## src/rtl/fnd_scan_ctrl.sv

```systemverilog
// fnd_scan_ctrl: 4-digit FND time-multiplex scan with per-slot blanking.
// Optional leading-zero suppression via FND_ZERO_BLANK_EN.
module fnd_scan_ctrl #(
    parameter int TICK_DIV     = 100000,
    parameter int BLANK_CYCLES = 1000
) (
    input  logic        i_clk,
    input  logic        i_reset,
    input  logic        i_enable,
`ifdef FND_ZERO_BLANK_EN
    input  logic [15:0] i_digits,
`endif
    output logic [1:0]  o_sel,
    output logic [3:0]  o_com,
    output logic        o_frame_tick
);

    localparam int CW = (TICK_DIV > 1) ? $clog2(TICK_DIV) : 1;
    localparam logic [CW-1:0] LAST  = CW'(TICK_DIV - 1);
    localparam logic [CW-1:0] BLAST =
        (BLANK_CYCLES > 0) ? CW'(BLANK_CYCLES - 1) : '0;

    typedef enum logic [1:0] {
        IDLE,
        BLANK,
        ON
    } state_t;

    state_t        state, state_n;
    logic [CW-1:0] cnt, cnt_n;
    logic [1:0]    sel_n;
    logic [3:0]    com_q, com_n;
    logic          tick_n;

    always_ff @(posedge i_clk) begin
        if (i_reset) begin
            state        <= IDLE;
            cnt          <= '0;
            o_sel        <= 2'd0;
            com_q        <= 4'b1111;
            o_frame_tick <= 1'b0;
        end else begin
            state        <= state_n;
            cnt          <= cnt_n;
            o_sel        <= sel_n;
            com_q        <= com_n;
            o_frame_tick <= tick_n;
        end
    end

    always_comb begin
        state_n = state;
        cnt_n   = cnt;
        sel_n   = o_sel;
        if (!i_enable) begin
            state_n = IDLE;
            cnt_n   = '0;
            sel_n   = 2'd0;
        end else begin
            unique case (state)
                IDLE: begin
                    cnt_n   = '0;
                    sel_n   = 2'd0;
                    state_n = (BLANK_CYCLES > 0) ? BLANK : ON;
                end
                BLANK: begin
                    cnt_n = cnt + CW'(1);
                    if (cnt == BLAST) state_n = ON;
                end
                ON: begin
                    if (cnt == LAST) begin
                        cnt_n   = '0;
                        sel_n   = o_sel + 2'd1;
                        state_n = (BLANK_CYCLES > 0) ? BLANK : ON;
                    end else begin
                        cnt_n = cnt + CW'(1);
                    end
                end
                default: begin
                    state_n = IDLE;
                    cnt_n   = '0;
                    sel_n   = 2'd0;
                end
            endcase
        end
    end

    // Outputs are derived from next-state values so sel and com move together.
    always_comb begin
        com_n  = 4'b1111;
        tick_n = 1'b0;
        if (state_n == ON) begin
            com_n  = ~(4'b0001 << sel_n);
            tick_n = (cnt_n == LAST) && (sel_n == 2'd3);
        end
    end

`ifdef FND_ZERO_BLANK_EN
    logic z3, z2, z1;
    assign z3    = (i_digits[15:12] == 4'd0);
    assign z2    = z3 && (i_digits[11:8] == 4'd0);
    assign z1    = z2 && (i_digits[7:4] == 4'd0);
    assign o_com = com_q | {z3, z2, z1, 1'b0};
`else
    assign o_com = com_q;
`endif

endmodule

```

## config.mk

```make
export PLATFORM = sky130hd
export DESIGN_NAME = fnd_scan_ctrl
export DESIGN_NICKNAME = d
export VERILOG_FILES = /design/src/rtl/fnd_scan_ctrl.sv
export SDC_FILE = /design/constraint.sdc
export NUM_CORES = 1
export LEC_CHECK = 0
export ABC_CLOCK_PERIOD_IN_PS = 5130
export CORE_MARGIN = 1.5
export CORE_UTILIZATION = 50
export CTS_CLUSTER_DIAMETER = 200
export DETAILED_ROUTE_END_ITERATION = 10
export DONT_BUFFER_PORTS = 1
export PLACE_DENSITY = 0.75
export SKIP_LAST_GASP = 1
export SLEW_MARGIN = 40
export SYNTH_ARGS = -nofsm -noshare
export SYNTH_HDL_FRONTEND = slang
export SYNTH_SLANG_ARGS = --single-unit
```

## constraint.sdc

```tcl
create_clock -name i_clk -period 5.13 [get_ports i_clk]
set_input_delay 1.026 -clock i_clk [delete_from_list [all_inputs] [get_ports i_clk]]
set_output_delay 1.026 -clock i_clk [all_outputs]
set_load 0.05 [all_outputs]
```

After elaboration in Yosys (flattened, before gate mapping):

Index checks and enable logic that the tools add are counted.

* add/subtract/negate cells: 2
* equal/unequal tests: 7
* shift-type cells: 1
* mux-type cells: 10
* bitwise gates (word level): 2
* reductions and logical operators: 3

Operator list (number)
* == test 17 bit, second input constant: 2
* 2-to-1 mux 17 bit: 2
* case mux 17 bit (2 select lines): 1
* adder 17 x 1 -> 17 bit, second input constant: 1
* == test 17 x 10 -> 1 bit, second input constant: 1
* 2-to-1 mux 2 bit: 5
* == test 2 bit, second input constant: 3
* case mux 2 bit (3 select lines): 1
* NOT 4 bit: 1
* case mux 2 bit (2 select lines): 1
* left shift 1 x 2 -> 4 bit, first input constant: 1
* adder 2 x 1 -> 2 bit, second input constant: 1
* == test 2 x 1 -> 1 bit, second input constant: 1
* zero test 2 bit: 1
* OR reduction 2 bit: 1
* logical AND 1 bit: 1
* NOT 1 bit: 1

* flip-flop bits (word level): 26
* input port bits: 3
* output and inout port bits: 7
* word-level logic and storage cells: 30

Depth between registers and ports, before layout:

* word-level depth: 7
* mapped depth: 8
* mapped depth without buffers: 8

Worst setup path before layout:

OpenSTA, ideal clock, no wires.

* path kind: input to register
* from: input i_enable
* to: register o_frame_tick
* arrival time: 2059 ps
* required time: 5043 ps
* slack: 2984 ps
* stages on the path: 6
* cell sequence: and2_1 or3b_2 a21oi_1 nor4_1 o2111ai_2 nor4b_2

* cells in the longest elaborated chain, start to end: 4
* elaborated cells between the ends (all ways): 9
* classes of those cells: eq/ne: 3; mux: 3; bitwise: 1; reduce/logical: 2

Ends and longest elaborated chain
* from (decl): line 9 `input logic i_enable,`
* parallel branches: the longest is 4 deep, another holds 2-to-1 mux 17 bit
* to (signal assigned): line 47 `o_frame_tick <= tick_n;`
* to (decl): line 15 `output logic o_frame_tick`

Several ways; the timed one is not identified.
A chain may end at the register's enable or synchronous reset.

Final worst setup path:

* from: register cnt[0]
* to: register o_frame_tick

* cells in the longest elaborated chain, start to end: 7
* elaborated cells between the ends (all ways): 19
* classes of those cells: add/sub: 1; eq/ne: 5; mux: 10; bitwise: 1; reduce/logical: 2

Ends and longest elaborated chain
* from (decl): line 30 `logic [CW-1:0] cnt, cnt_n;`
* from (signal assigned): line 44 `cnt <= cnt_n;`
* parallel branches: the longest is 7 deep, another holds adder 17 x 1 -> 17 bit

Several ways; the timed one is not identified.

==> flow_metrics.py <==
metrics = {
    "global_route": {
        "grt_pass1_wl_mm": 4.47,
        "grt_pass1_vias": 977,
        "grt_use_total_pct": 17.8,
        "antenna_found_initial": 0,
        "overflow": 0,
        "grt_max_degree": 18,
    },
    "worst_setup_path": {
        "endpoint": "o_frame_tick$_SDFF_PP0_",
        "cp_max_fo": 5,
        "crit_start": "cnt[0]$_SDFF_PP0_",
        "path_cells": "ha_1, nand4_2, nor4_4, and3_1, and2_1, o2111ai_2, nor4b_2",
        "cpPeakStageDelay_ns": 0.39,
        "regToRegSetupSlack_ns": 3.04,
        "critical_path.top_delay_family": "simple AND/OR/NAND/NOR gates",
        "arrival_ns": 2.33,
        "cp.required_ns": 5.38,
        "rr_endpoint": "o_frame_tick$_SDFF_PP0_",
        "worstSetupEndpointType": "flop",
        "cp-start-kind": "flop",
        "critical_path_buf_inv_count": 0,
        "crit_slowest_cell": "dfxtp_1",
        "worstReg2RegStart": "cnt[0]$_SDFF_PP0_",
        "reg2reg_depth": 7,
        "cp.depth": 7,
        "path_class": "reg2reg",
    },
    "timing": {
        "slew_headroom_pct": 62.2,
        "final_max_slew_viol_count": 0,
        "rsz0062_at_grt": "false",
        "finalClockSkew_ns": 0.00998,
        "fin_crit_ns": 2.09,
        "worst_slew_pin_slew_ns": 0.566,
        "fin_setup_tns_ns": 0,
        "hold_viol_final": 0,
        "finalSetupViolations": 0,
        "timing.final.crit_share_pct": 40.7,
        "timing.fmax_mhz": 479,
    },
    "power": {
        "power_leakage_nw": 0.477,
        "ir_drop_uv": 133,
        "power.density_mw_per_mm2": 203,
    },
    "floorplanning": {
        "core-area_mm2": 0.00271,
        "initial_core_util_pct": 51.8,
        "row_count": 19,
        "die_x_um": 56.0,
        "chipHeight_um": 56.0,
        "ios": 10,
        "die-area_mm2": 0.00314,
    },
    "logic_synthesis": {
        "synth_seq_cells": 26,
        "synth_top_area_share_pct": 37.0,
        "syn_inst": 154,
        "synth-async-reset-ratio_pct": 0,
        "seq_area_frac_synth_pct": 37.0,
        "synth-main-ff-cell": "dfxtp_1",
        "syn_area_mm2": 0.00141,
        "yosys.area.top_type": "dfxtp_1",
        "postSynthAreaPerCell_um2": 9.12,
        "yosys-top-cells-area": "dfxtp_1 37%, nor2_1 6.9%, xor2_1 5.6%",
        "synth_fp_nets": 162,
        "yosysUniqueCellTypes": 45,
        "synth_edf_count": 0,
        "yosys_warnings": 0,
    },
    "cts": {
        "cts_setup_buffers": 0,
        "cts_resized": 0,
        "cts_tree": "built",
        "cts_buffers": 3,
        "cts_sinks": 26,
        "clock_latency_ns": 0.32,
        "cts_hold_buffers": 0,
        "clock_path_buffers": 2,
        "clk_pin_slew_worst_paths_ns": 0.13,
        "cts_root_buffer": "clkbuf_4",
        "cts_max_level": 1,
    },
    "drt": {
        "vias": 1078,
        "wl_mm": 2.50,
        "via_per_inst": 5.86,
        "dr.pass1.iters": 4,
        "drt_iter0_drc": 32,
        "drcViolationCount": 0,
        "wl_per_cell_um": 13.6,
        "drtAntennaViolNets": 0,
    },
    "place": {
        "hpwlAfterDp_mm": 1.92,
        "place.gp.congestion": 0.839,
        "io_buffers": 0,
    },
    "hold_path": {
        "worst_hold_path_type": "reg2reg",
        "hold_path_depth": 1,
    },
    "run": {
        "timing.max_cap.violations": 0,
    },
    "layout": {
        "areaGrowthSynthToFinish_pct": 2.32,
        "drive_above_1_share_pct": 15.7,
        "layout_common_cells": "26 x nor2_1, 26 x dfxtp_1, 10 x nand2_1",
        "antennaDiodeCount": 0,
        "fin_nets": 163,
        "utilization_pct": 53.0,
    },
    "run_status": {
        "status": "complete, no violations",
    },
}
## area by class of cell
cell class | instances | area, µm²
clock buffer | 3 | 22.5
inverter | 6 | 22.5
tap | 31 | 38.8
multi-input combinational | 118 | 833
fill | 262 | 1270
sequential | 26 | 520
## through the flow
step | cells | cell area [µm²] | hold WS (ns) | power (mW) | setup slack [ns]
floorplan | 154 | 1410 | 0.430 | 0.213 | 2.98
global placement | 181 | 1420 | 0.445 | 0.214 | 2.94
detailed placement | 181 | 1420 | 0.457 | 0.214 | 2.88
CTS | 184 | 1440 | 0.487 | 0.296 | 3.02
global route | 184 | 1440 | 0.510 | 0.303 | 2.81
finish | 184 | 1440 | 0.478 | 0.292 | 3.04
## sequential cells by signal, summed over array words and instances (netlist names)
register	flops
state	2
o_frame_tick	1
o_sel	2
o_com	4
cnt	17
## routing by layer
metal / global-route usage [%] / wire length [µm] / vias up
met3: 5.12 / 118 / 2
met4: 5.10 / 22 / 0
met2: 27.2 / 1170 / 27
met5: 0 / 0 / -
li1: - / - / 542
met1: 24.6 / 1180 / 507
## Yosys cell counts, types with 2 or more instances
cell type,instances
nand3b_1,3
nor4_2,2
nand3_1,6
a21oi_1,4
or3b_2,2
dfxtp_1,26
nor4_1,2
a31oi_1,2
xor2_1,9
buf_2,3
nor2_1,26
nor3_1,5
nand4_1,4
nand2_1,10
xnor2_1,7
inv_1,6
and2_1,2
o21ai_0,2
ha_1,5
and3_1,3
## how the worst min path moves through the flow
stage | startpoint | to | slack, ns
2_1_floorplan | cnt[0]$_SDFF_PP0_ | cnt[0]$_SDFF_PP0_ | 0.43
3_3_place_gp | cnt[0]$_SDFF_PP0_ | cnt[0]$_SDFF_PP0_ | 0.44
3_5_place_dp | cnt[0]$_SDFF_PP0_ | cnt[0]$_SDFF_PP0_ | 0.46
4_1_cts | cnt[0]$_SDFF_PP0_ | cnt[0]$_SDFF_PP0_ | 0.49
5_1_grt | cnt[0]$_SDFF_PP0_ | cnt[0]$_SDFF_PP0_ | 0.51
6_report | cnt[0]$_SDFF_PP0_ | cnt[0]$_SDFF_PP0_ | 0.48
## where the power goes
group / internal [mW] / switching [mW] / leakage [nW]
combinational: 0.00281 / 0.00361 / 0.253
sequential: 0.202 / 0.000671 / 0.210
clock: 0.0275 / 0.0549 / 0.0138
total: 0.233 / 0.0592 / 0.477
## kinds of logic (layout without fill, tap and decap cells)
kind of cell               after synthesis  in the layout  share of synthesized area [%]
AOI/OAI and AO/OA                       15             15                           8.01
muxes                                    1              1                          0.712
buffers and inverters                   10              9                           3.65
adders and majority gates                6              6                           5.16
xor gates and xnor gates                16             16                           9.97
and+or+nand+nor                         80             80                           35.4
DFF                                     26             26                           37.0
Power figures use the tool's default switching activity.
